[src/rtl/wb_stage_pkg.sv]
// Shared types and constants for the write-back stage: bus widths, load
// width codes, the load tag layout and the load data extraction helper.
package wb_stage_pkg;

    localparam int REG_BUS      = 32;
    localparam int REG_ADDR_BUS = 5;
    localparam int WB_LD_DEPTH  = 2;

    localparam logic [REG_ADDR_BUS-1:0] ZERO_REG = '0;

    localparam logic [2:0] LB  = 3'b000;
    localparam logic [2:0] LH  = 3'b001;
    localparam logic [2:0] LW  = 3'b010;
    localparam logic [2:0] LBU = 3'b100;
    localparam logic [2:0] LHU = 3'b101;

    typedef struct packed {
        logic [REG_ADDR_BUS-1:0] rd;
        logic [2:0]              funct3;
        logic [1:0]              addr_lo;
    } ld_tag_t;

    // Byte lane picked by the low address bits, half by addr_lo[1].
    function automatic logic [REG_BUS-1:0] load_extend(input logic [2:0] funct3,
                                                       input logic [1:0] addr_lo,
                                                       input logic [REG_BUS-1:0] data);
        logic [7:0]  b;
        logic [15:0] h;
        logic [REG_BUS-1:0] r;
        b = data[{addr_lo, 3'b000} +: 8];
        h = addr_lo[1] ? data[31:16] : data[15:0];
        case (funct3)
            LB:      r = {{24{b[7]}}, b};
            LH:      r = {{16{h[15]}}, h};
            LBU:     r = {24'b0, b};
            LHU:     r = {16'b0, h};
            LW:      r = data;
            default: r = data;
        endcase
        return r;
    endfunction

endpackage

[src/rtl/wb_stage_if.sv]
// Ex/memory-facing signals of the write-back stage; master drives requests,
// slave is the write-back stage itself.
interface wb_stage_if;
    import wb_stage_pkg::*;

    logic                    alu_we_i;
    logic [REG_ADDR_BUS-1:0] alu_waddr_i;
    logic [REG_BUS-1:0]      alu_wdata_i;

    logic                    ld_issue_i;
    logic [REG_ADDR_BUS-1:0] ld_rd_i;
    logic [2:0]              ld_funct3_i;
    logic [1:0]              ld_addr_lo_i;
    logic                    ld_issue_ready_o;

    logic                    ld_rsp_valid_i;
    logic [REG_BUS-1:0]      ld_rsp_data_i;
    logic                    ld_rsp_ready_o;

    logic                    we_o;
    logic [REG_ADDR_BUS-1:0] waddr_o;
    logic [REG_BUS-1:0]      wdata_o;
    logic [REG_BUS-1:0]      busy_o;

    modport slave (
        input  alu_we_i, alu_waddr_i, alu_wdata_i,
        input  ld_issue_i, ld_rd_i, ld_funct3_i, ld_addr_lo_i,
        output ld_issue_ready_o,
        input  ld_rsp_valid_i, ld_rsp_data_i,
        output ld_rsp_ready_o,
        output we_o, waddr_o, wdata_o, busy_o
    );

    modport master (
        output alu_we_i, alu_waddr_i, alu_wdata_i,
        output ld_issue_i, ld_rd_i, ld_funct3_i, ld_addr_lo_i,
        input  ld_issue_ready_o,
        output ld_rsp_valid_i, ld_rsp_data_i,
        input  ld_rsp_ready_o,
        input  we_o, waddr_o, wdata_o, busy_o
    );

endinterface

[src/rtl/wb_stage_ld_tag_fifo.sv]
// In-order tag FIFO for outstanding loads; DEPTH must be a power of two so
// the pointers wrap by natural overflow.
module ld_tag_fifo #(
    parameter int DEPTH = 2,
    parameter int W     = 10,
    localparam int AW   = $clog2(DEPTH),
    localparam int CW   = AW + 1
) (
    input  logic          clk,
    input  logic          rst,
    input  logic          push,
    input  logic [W-1:0]  din,
    input  logic          pop,
    output logic [W-1:0]  dout,
    output logic [CW-1:0] count
);

    logic [W-1:0]  mem [DEPTH];
    logic [AW-1:0] wr_ptr;
    logic [AW-1:0] rd_ptr;
    logic [CW-1:0] cnt;

    always_ff @(posedge clk) begin
        if (push) mem[wr_ptr] <= din;
    end

    always_ff @(posedge clk) begin
        if (rst) begin
            wr_ptr <= '0;
            rd_ptr <= '0;
            cnt    <= '0;
        end else begin
            if (push) wr_ptr <= wr_ptr + 1'b1;
            if (pop)  rd_ptr <= rd_ptr + 1'b1;
            case ({push, pop})
                2'b10:   cnt <= cnt + 1'b1;
                2'b01:   cnt <= cnt - 1'b1;
                default: cnt <= cnt;
            endcase
        end
    end

    assign dout  = mem[rd_ptr];
    assign count = cnt;

endmodule

[src/rtl/wb_stage.sv]
// Write-back stage: arbitrates single-cycle ALU results against in-order load
// responses, extends load data and tracks per-register pending-load bits.
module wb_stage
    import wb_stage_pkg::*;
#(
    parameter int LD_DEPTH = WB_LD_DEPTH
) (
    input logic      clk,
    input logic      rst,
    wb_stage_if.slave bus
);

    localparam int CW = $clog2(LD_DEPTH) + 1;
    localparam logic [CW-1:0] DEPTH_C = CW'(LD_DEPTH);

    ld_tag_t            new_tag;
    ld_tag_t            head;
    logic [CW-1:0]      count;
    logic               alu_win;
    logic               issue;
    logic               consume;
    logic [REG_BUS-1:0] busy_q;
    logic [REG_BUS-1:0] busy_nxt;
    logic               we_q;
    logic [REG_ADDR_BUS-1:0] waddr_q;
    logic [REG_BUS-1:0] wdata_q;

    assign new_tag = '{rd: bus.ld_rd_i, funct3: bus.ld_funct3_i, addr_lo: bus.ld_addr_lo_i};

    // An ALU write to x0 writes nothing, so it does not block a response.
    assign alu_win = bus.alu_we_i && (bus.alu_waddr_i != ZERO_REG);

    assign bus.ld_issue_ready_o = (count < DEPTH_C) && !busy_q[bus.ld_rd_i];
    assign bus.ld_rsp_ready_o   = (count != '0) && !alu_win;

    assign issue   = bus.ld_issue_i && bus.ld_issue_ready_o;
    assign consume = bus.ld_rsp_valid_i && bus.ld_rsp_ready_o;

    ld_tag_fifo #(
        .DEPTH (LD_DEPTH),
        .W     ($bits(ld_tag_t))
    ) u_ld_tag_fifo (
        .clk   (clk),
        .rst   (rst),
        .push  (issue),
        .din   (new_tag),
        .pop   (consume),
        .dout  (head),
        .count (count)
    );

    // Issue can never target a busy rd, so set and clear never collide.
    always_comb begin
        busy_nxt = busy_q;
        if (consume && head.rd != ZERO_REG) busy_nxt[head.rd] = 1'b0;
        if (issue && bus.ld_rd_i != ZERO_REG) busy_nxt[bus.ld_rd_i] = 1'b1;
    end

    always_ff @(posedge clk) begin
        if (rst) begin
            busy_q  <= '0;
            we_q    <= 1'b0;
            waddr_q <= '0;
            wdata_q <= '0;
        end else begin
            busy_q <= busy_nxt;
            if (alu_win) begin
                we_q    <= 1'b1;
                waddr_q <= bus.alu_waddr_i;
                wdata_q <= bus.alu_wdata_i;
            end else if (consume) begin
                we_q    <= (head.rd != ZERO_REG);
                waddr_q <= head.rd;
                wdata_q <= load_extend(head.funct3, head.addr_lo, bus.ld_rsp_data_i);
            end else begin
                we_q <= 1'b0;
            end
        end
    end

    assign bus.we_o    = we_q;
    assign bus.waddr_o = waddr_q;
    assign bus.wdata_o = wdata_q;
    assign bus.busy_o  = busy_q;

endmodule

[src/flat_wrapper.sv]
// flat-port wrapper written by rule: the top's interface ports become plain ports
module wb_stage_flat import wb_stage_pkg::*;
#(
    parameter int LD_DEPTH = WB_LD_DEPTH
)
  (clk, rst, bus_alu_we_i, bus_alu_waddr_i, bus_alu_wdata_i, bus_ld_issue_i, bus_ld_rd_i, bus_ld_funct3_i, bus_ld_addr_lo_i, bus_ld_issue_ready_o, bus_ld_rsp_valid_i, bus_ld_rsp_data_i, bus_ld_rsp_ready_o, bus_we_o, bus_waddr_o, bus_wdata_o, bus_busy_o);
  wb_stage_if bus_i ();
  input logic clk;
  input logic rst;
  input wire logic [$bits(bus_i.alu_we_i)-1:0] bus_alu_we_i;
  input wire logic [$bits(bus_i.alu_waddr_i)-1:0] bus_alu_waddr_i;
  input wire logic [$bits(bus_i.alu_wdata_i)-1:0] bus_alu_wdata_i;
  input wire logic [$bits(bus_i.ld_issue_i)-1:0] bus_ld_issue_i;
  input wire logic [$bits(bus_i.ld_rd_i)-1:0] bus_ld_rd_i;
  input wire logic [$bits(bus_i.ld_funct3_i)-1:0] bus_ld_funct3_i;
  input wire logic [$bits(bus_i.ld_addr_lo_i)-1:0] bus_ld_addr_lo_i;
  output wire logic [$bits(bus_i.ld_issue_ready_o)-1:0] bus_ld_issue_ready_o;
  input wire logic [$bits(bus_i.ld_rsp_valid_i)-1:0] bus_ld_rsp_valid_i;
  input wire logic [$bits(bus_i.ld_rsp_data_i)-1:0] bus_ld_rsp_data_i;
  output wire logic [$bits(bus_i.ld_rsp_ready_o)-1:0] bus_ld_rsp_ready_o;
  output wire logic [$bits(bus_i.we_o)-1:0] bus_we_o;
  output wire logic [$bits(bus_i.waddr_o)-1:0] bus_waddr_o;
  output wire logic [$bits(bus_i.wdata_o)-1:0] bus_wdata_o;
  output wire logic [$bits(bus_i.busy_o)-1:0] bus_busy_o;
  assign bus_i.alu_we_i = bus_alu_we_i;
  assign bus_i.alu_waddr_i = bus_alu_waddr_i;
  assign bus_i.alu_wdata_i = bus_alu_wdata_i;
  assign bus_i.ld_issue_i = bus_ld_issue_i;
  assign bus_i.ld_rd_i = bus_ld_rd_i;
  assign bus_i.ld_funct3_i = bus_ld_funct3_i;
  assign bus_i.ld_addr_lo_i = bus_ld_addr_lo_i;
  assign bus_ld_issue_ready_o = bus_i.ld_issue_ready_o;
  assign bus_i.ld_rsp_valid_i = bus_ld_rsp_valid_i;
  assign bus_i.ld_rsp_data_i = bus_ld_rsp_data_i;
  assign bus_ld_rsp_ready_o = bus_i.ld_rsp_ready_o;
  assign bus_we_o = bus_i.we_o;
  assign bus_waddr_o = bus_i.waddr_o;
  assign bus_wdata_o = bus_i.wdata_o;
  assign bus_busy_o = bus_i.busy_o;
  wb_stage #(.LD_DEPTH(LD_DEPTH)) u_core (.clk(clk), .rst(rst), .bus(bus_i));
endmodule
[config.mk]
export PLATFORM = sky130hd
export DESIGN_NAME = wb_stage_flat
export DESIGN_NICKNAME = d
export VERILOG_FILES = /design/src/rtl/wb_stage_pkg.sv /design/src/rtl/wb_stage_if.sv /design/src/rtl/wb_stage_ld_tag_fifo.sv /design/src/rtl/wb_stage.sv /design/src/flat_wrapper.sv
export SDC_FILE = /design/constraint.sdc
export NUM_CORES = 1
export LEC_CHECK = 0
export CORE_AREA = 4 4 116 118
export CTS_CLUSTER_DIAMETER = 40
export DETAILED_ROUTE_END_ITERATION = 8
export DIE_AREA = 0 0 120 122
export PLACE_DENSITY = 0.74
export SLEW_MARGIN = 30
export SYNTH_ARGS = -nofsm -noshare
export SYNTH_HDL_FRONTEND = slang
export SYNTH_HIERARCHICAL = 1
export SYNTH_SLANG_ARGS = --single-unit
[constraint.sdc]
create_clock -name clk -period 4 [get_ports clk]
set_clock_uncertainty 0.05 [all_clocks]
set_input_delay 0.6 -clock clk [delete_from_list [all_inputs] [get_ports clk]]
set_output_delay 0.6 -clock clk [all_outputs]
set_load 0.01 [all_outputs]
==> results of run 1 <==
==> layout make-up <==
cell class                 instances  area [µm²]  area share (%)
clock buffer                      12         256            3.74
clock inverter                     4        52.6           0.767
inverter                          12        45.0           0.657
multi-input combinational        380        2500            36.4
sequential                        95        2100            30.7
tap                              172         215            3.14
timing repair buffer             173        1690            24.6
==> power by group <==
part | total (µW) | internal [µW] | leakage [µW] | switching [µW]
logic | 912 | 391 | 0.00141 | 521
clock network | 899 | 521 | 0.000149 | 378
registers | 1130 | 1080 | 0.000801 | 57.3
==> cell families (layout without fill, tap and decap cells) <==
logic type | count (synthesis) | after routing | share of synthesized area, %
AOI/OAI and AO/OA | 201 | 201 | 29.2
adders and majority gates | 1 | 1 | 0.257
buffers and inverters | 65 | 201 | 5.51
DFF | 95 | 95 | 43.2
muxes | 23 | 23 | 6.72
and+or+nand+nor | 151 | 151 | 14.3
xor gates and xnor gates | 4 | 4 | 0.721
==> state kept, by name, indices dropped and copies added (netlist names), named ones only <==
signal / cells
u_core/bus.busy_o: 32
u_core/bus.wdata_o: 32
u_core/u_ld_tag_fifo/mem: 20
u_core/bus.waddr_o: 5
u_core/u_ld_tag_fifo/count: 2
u_core/bus.we_o: 1
u_core/u_ld_tag_fifo/rd_ptr: 1
u_core/u_ld_tag_fifo/wr_ptr: 1
==> metal layers <==
metal | up-vias | wire length (µm)
li1 | 2321 | -
met1 | 2433 | 7380
met2 | 307 | 8740
met3 | 55 | 1490
met4 | 2 | 726
met5 | - | 13
==> layout by cell type, fill, tap and decap left out, drive strengths merged, types with 9 or more instances in the layout <==
master and instances:
a21oi 26, nand3 11, clkbuf 12, a221oi 24, nor2 30, o21ai 43, mux2 14, nand2 69
nor2b 10, inv 12, clkdlybuf4s50 155, buf 18, edfxtp 20, o31ai 31, dfxtp 75, o211ai 33
o41ai 9
==> final timing paths <==
check                                            from                      to  slack (ns)
worst max register to register              flip-flop  u_core/bus.wdata_o[13]        0.86
worst max-delay path                   bus_ld_rd_i[1]    bus_ld_issue_ready_o        0.23
worst min-delay path            u_core/bus.waddr_o[4]   u_core/bus.waddr_o[4]        0.44
worst min register to register  u_core/bus.waddr_o[4]   u_core/bus.waddr_o[4]        0.44
==> worst register-to-register path, delay by kind of cell, from the launching register on <==
family	cells	cell delay, ns
AND/OR/NAND/NOR	1	0.09
AO/OA/AOI/OAI	3	1.24
multiplexers	2	1.03
flip-flops	1	0.62
==> stage by stage <==
step | instances | power (µW) | hold WS (ns) | instance area (µm²) | util (%)
6_report | 848 | 2940 | 0.438 | 6860 | 55.0
5_1_grt | 848 | 3070 | 0.471 | 6860 | 55.0
2_1_floorplan | 540 | 1660 | 0.428 | 4860 | -
3_5_place_dp | 832 | 2060 | 0.429 | 6550 | 52.5
4_1_cts | 848 | 2950 | 0.440 | 6860 | 55.0
3_3_place_gp | 832 | 2030 | 0.424 | 6550 | 52.5
==> results.json, run 1 <==
{
  "synth_top_area_share_pct": 30.9,
  "die_h_um": 122,
  "nets": 756,
  "ctsResizeCount": 0,
  "cp.depth": 8,
  "numPortBuffers": 155,
  "avgSynthCellArea_um2": 9.00,
  "cts_made_buffers": 9,
  "finalWorstSetupSlack_ns": 0.229,
  "cts_max_path_buffers": 2,
  "worstRegToRegCells": 6,
  "synth_edf_count": 20,
  "worstHoldPathType": "flip-flop to flip-flop",
  "postCtsHoldBufs": 0,
  "critPathTopFamily": "buffers and inverters",
  "grtUsageTotal_pct": 24.3,
  "drc_errors": 0,
  "htree_levels": 3,
  "area_growth_pct": 41.0,
  "max_stage_delay_ns": 0.67,
  "die_width_um": 120,
  "path_cells": "clkdlybuf4s50_1 > buf_4 > mux2_1 > o22ai_1 > o41ai_1 > nor4_1 > buf_4 > clkdlybuf4s50_1",
  "post_cts_buffers": 0,
  "synthCells": 540,
  "drive_gt1_share_pct": 8.73,
  "clk_pin_slew_worst_paths_ns": 0.06,
  "ys.warnings.count": 6,
  "netlist_area_um2": 4860,
  "wl_mm": 18.4,
  "fin_crit_sh_pct": 94.3,
  "synthTopCellsByCount": "dfxtp_1 (75), nand2_1 (69), clkbuf_1 (41)",
  "io_pins": 156,
  "crit_path_end_kind": "output port",
  "critical_path_required_ns": 3.35,
  "synth_area_leaders": "dfxtp_1 (31%), edfxtp_1 (12%), nand2_1 (5.3%)",
  "via_per_inst": 6.04,
  "synth_seq_cells": 95,
  "fin_tns_setup_ns": 0,
  "grt_pass1_vias": 5075,
  "maxSlewHeadroom_pct": 38.1,
  "dieArea_um2": 14600,
  "ys_seq_area_share_pct": 43.2,
  "dr_total_vias": 5118,
  "status": "finished, final reports clean",
  "grt_util_met3_pct": 4.97,
  "path_class": "input pin to output port",
  "synthMostInstantiatedCell": "dfxtp_1",
  "cap_viol_max_count": 0,
  "drtAntennaViolNets": 0,
  "clk_latency_ns": 0.35,
  "arrival_ns": 3.12,
  "worst_path_max_delay_cell": "clkdlybuf4s50_1",
  "synth_cell_types": 56,
  "fmax_mhz": 265,
  "core_um2": 12500,
  "drtIter0Drc": 439,
  "pre_cts_ws_ns": 0.206,
  "worstHoldPathCells": 2,
  "slew_viol_final": 0,
  "grt_max_degree": 45,
  "root_buffer": "clkbuf_16",
  "synthArstFlopShare_pct": 0,
  "p_per_area_nw_per_um2": 429,
  "globalRouteMet1Util_pct": 29.5,
  "n_fill_cell": 1126,
  "routabilityCongestion": 0.986,
  "cts_tree": "yes",
  "hold_viol": 0,
  "dp_hpwl_mm": 13.3,
  "ir_worst_vdd_v": 0.000289,
  "grt_overflow": 0,
  "synth_area_leader_cell": "dfxtp_1",
  "grtUsageMet2_pct": 40.9,
  "antenna_found_initial": 1,
  "wl_per_cell_um": 21.6,
  "leakagePower_uw": 0.00236,
  "rsz0062_at_grt": "no",
  "initial_core_util_pct": 39.0,
  "tightest_slew_ns": 0.921,
  "synth_fp_nets": 625,
  "setup_viol": 0,
  "grt_pass1_wl_mm": 27.7,
  "busiest_layer": "met2",
  "startpoint_type": "input pin",
  "rows": 41,
  "period_needed_ns": 3.77,
  "drtPass1Iterations": 5,
  "synthFlopType": "dfxtp_1",
  "critPathBufInv": 4,
  "antenna_cells": 0,
  "cts.sinks": 95,
  "worst-path-max-fanout": 7
}
Note: power is estimated with default switching activity, not from simulation.
==> inputs of run 2 (changes only) <==
--- a/config.mk
+++ b/config.mk
@@ -9,6 +9,7 @@
 export CTS_CLUSTER_DIAMETER = 40
 export DETAILED_ROUTE_END_ITERATION = 8
 export DIE_AREA = 0 0 120 122
+export GPL_ROUTABILITY_DRIVEN = 0
 export PLACE_DENSITY = 0.74
 export SLEW_MARGIN = 30
 export SYNTH_ARGS = -nofsm -noshare
==> results.json, run 2 (synthesis results as in run 1) <==
{
  "status": "finished, final reports clean",
  "drtAntennaViolNets": 0,
  "core_um2": 12500,
  "io_pins": 156,
  "leakagePower_uw": 0.00238,
  "stdcell_area_um2": 6870,
  "arrival_ns": 3.06,
  "grt_overflow": 0,
  "period_needed_ns": 3.71,
  "hold_slack_ns": 0.433,
  "layout.cells.most_common": "clkdlybuf4s50_1",
  "die_width_um": 120,
  "setup_viol": 0,
  "fin_crit_sh_pct": 92.7,
  "dr_total_vias": 5137,
  "grt_pass1_vias": 5065,
  "place_area_um2": 6550,
  "cts_made_buffers": 9,
  "clk_latency_ns": 0.35,
  "slew_viol_final": 0,
  "tightest_slew_ns": 0.955,
  "wl_mm": 18.3,
  "postCtsHoldBufs": 0,
  "dp_hpwl_mm": 13.1,
  "pwr-share-seq_pct": 38.3,
  "worst-path-max-fanout": 5,
  "drc_errors": 0,
  "rows": 41,
  "nets": 757,
  "wl_per_cell_um": 21.5,
  "utilization_pct": 55.1,
  "fmax_mhz": 270,
  "dieArea_um2": 14600,
  "crit_path_end_kind": "output port",
  "final_cell_mix": "clkdlybuf4s50_1 (155), dfxtp_1 (75), nand2_1 (69), o21ai_0 (34), o211ai_1 (33)",
  "grt_max_degree": 45,
  "drtPass1Iterations": 5,
  "cap_viol_max_count": 0,
  "p_per_area_nw_per_um2": 431,
  "power.share.clock_pct": 30.8,
  "n_fill_cell": 1090,
  "cts_tree": "yes",
  "worstHoldPathType": "flip-flop to flip-flop",
  "ctsResizeCount": 0,
  "via_per_inst": 6.05,
  "netSwitchingPower_uw": 952,
  "area_growth_pct": 41.4,
  "cts.sinks": 95,
  "pwr-share-comb_pct": 30.9,
  "p_int_uw": 2010,
  "die_h_um": 122,
  "path_class": "input pin to output port",
  "rsz0062_at_grt": "no",
  "grtUsageTotal_pct": 24.5,
  "htree_levels": 3,
  "root_buffer": "clkbuf_16",
  "p_sw_share_pct": 32.1,
  "hold_viol": 0,
  "critical_path_required_ns": 3.35,
  "ir_worst_vdd_v": 0.000174,
  "drive_gt1_share_pct": 8.71,
  "antenna_cells": 0,
  "drtIter0Drc": 534,
  "maxSlewHeadroom_pct": 35.8,
  "clk_pin_slew_worst_paths_ns": 0.06,
  "antenna_found_initial": 1,
  "fin_tns_setup_ns": 0,
  "initial_core_util_pct": 39.0,
  "cts_max_path_buffers": 2,
  "startpoint_type": "input pin",
  "grt_pass1_wl_mm": 27.9,
  "post_cts_buffers": 0,
  "numPortBuffers": 155
}
## run 2: cell count changes in the layout (fill, tap and decap cells not counted)
cell        before  now
inv_6            0    1
clkbuf_16        9   10
clkinvlp_4       1    0
clkinv_1         1    2
buf_4           18   19
clkbuf_8         2    1
inv_4            1    0
## run 2: worst paths after layout
| check | from | to | slack, ns | cells past startpoint |
|---|---|---|---|---|
| worst min register to register | u_core/bus.waddr_o[3] | u_core/bus.waddr_o[3] | 0.43 | 2 |
| worst max-delay path | bus_ld_rd_i[1] | bus_ld_issue_ready_o | 0.29 | 8 |
| worst min-delay path | u_core/bus.waddr_o[3] | u_core/bus.waddr_o[3] | 0.43 | 2 |
| worst max register to register | flip-flop | u_core/bus.wdata_o[14] | 0.89 | 6 |
## run 2: power by group through the flow
| stage | clock [µW] | combinational [µW] | sequential (µW) |
|---|---|---|---|
| global route | 968 | 986 | 1140 |
| floorplan | 0 | 504 | 1160 |
| detailed placement | 0 | 897 | 1150 |
| global placement | 0 | 880 | 1150 |
| finish | 913 | 914 | 1130 |
| CTS | 928 | 904 | 1130 |
## run 2: area by class of cell
class,count,area (µm²),share of cell area (%)
clock inverter,4,51.3,0.746
multi-input combinational,380,2500,36.3
sequential,95,2100,30.6
tap,172,215,3.13
clock buffer,12,268,3.90
timing repair buffer,174,1690,24.6
inverter,12,45.0,0.655
## run 2: layer usage
metal  vias to the layer above  GRT usage [%]  part of all wire (%)
met5                         -              0                 0.071
met4                         2           10.5                   3.6
met3                        56           7.52                    10
met2                       318           41.0                    47
met1                      2441           29.1                    39
li1                       2320              -                     -
## run 2: worst max-delay path: stages
cell	delay [ns]
clkdlybuf4s50_1	0.62
buf_4	0.20
mux2i_1	0.23
o22ai_1	0.14
a211o_1	0.32
nor4_1	0.24
buf_4	0.18
clkdlybuf4s50_1	0.53
## run 2: through the flow
stage          cells  setup WS [ns]  power, µW
2_1_floorplan    540          0.644       1660
3_3_place_gp     833          0.323       2030
3_5_place_dp     833          0.295       2050
4_1_cts          849          0.292       2960
5_1_grt          849         0.0339       3100
6_report         849          0.291       2960
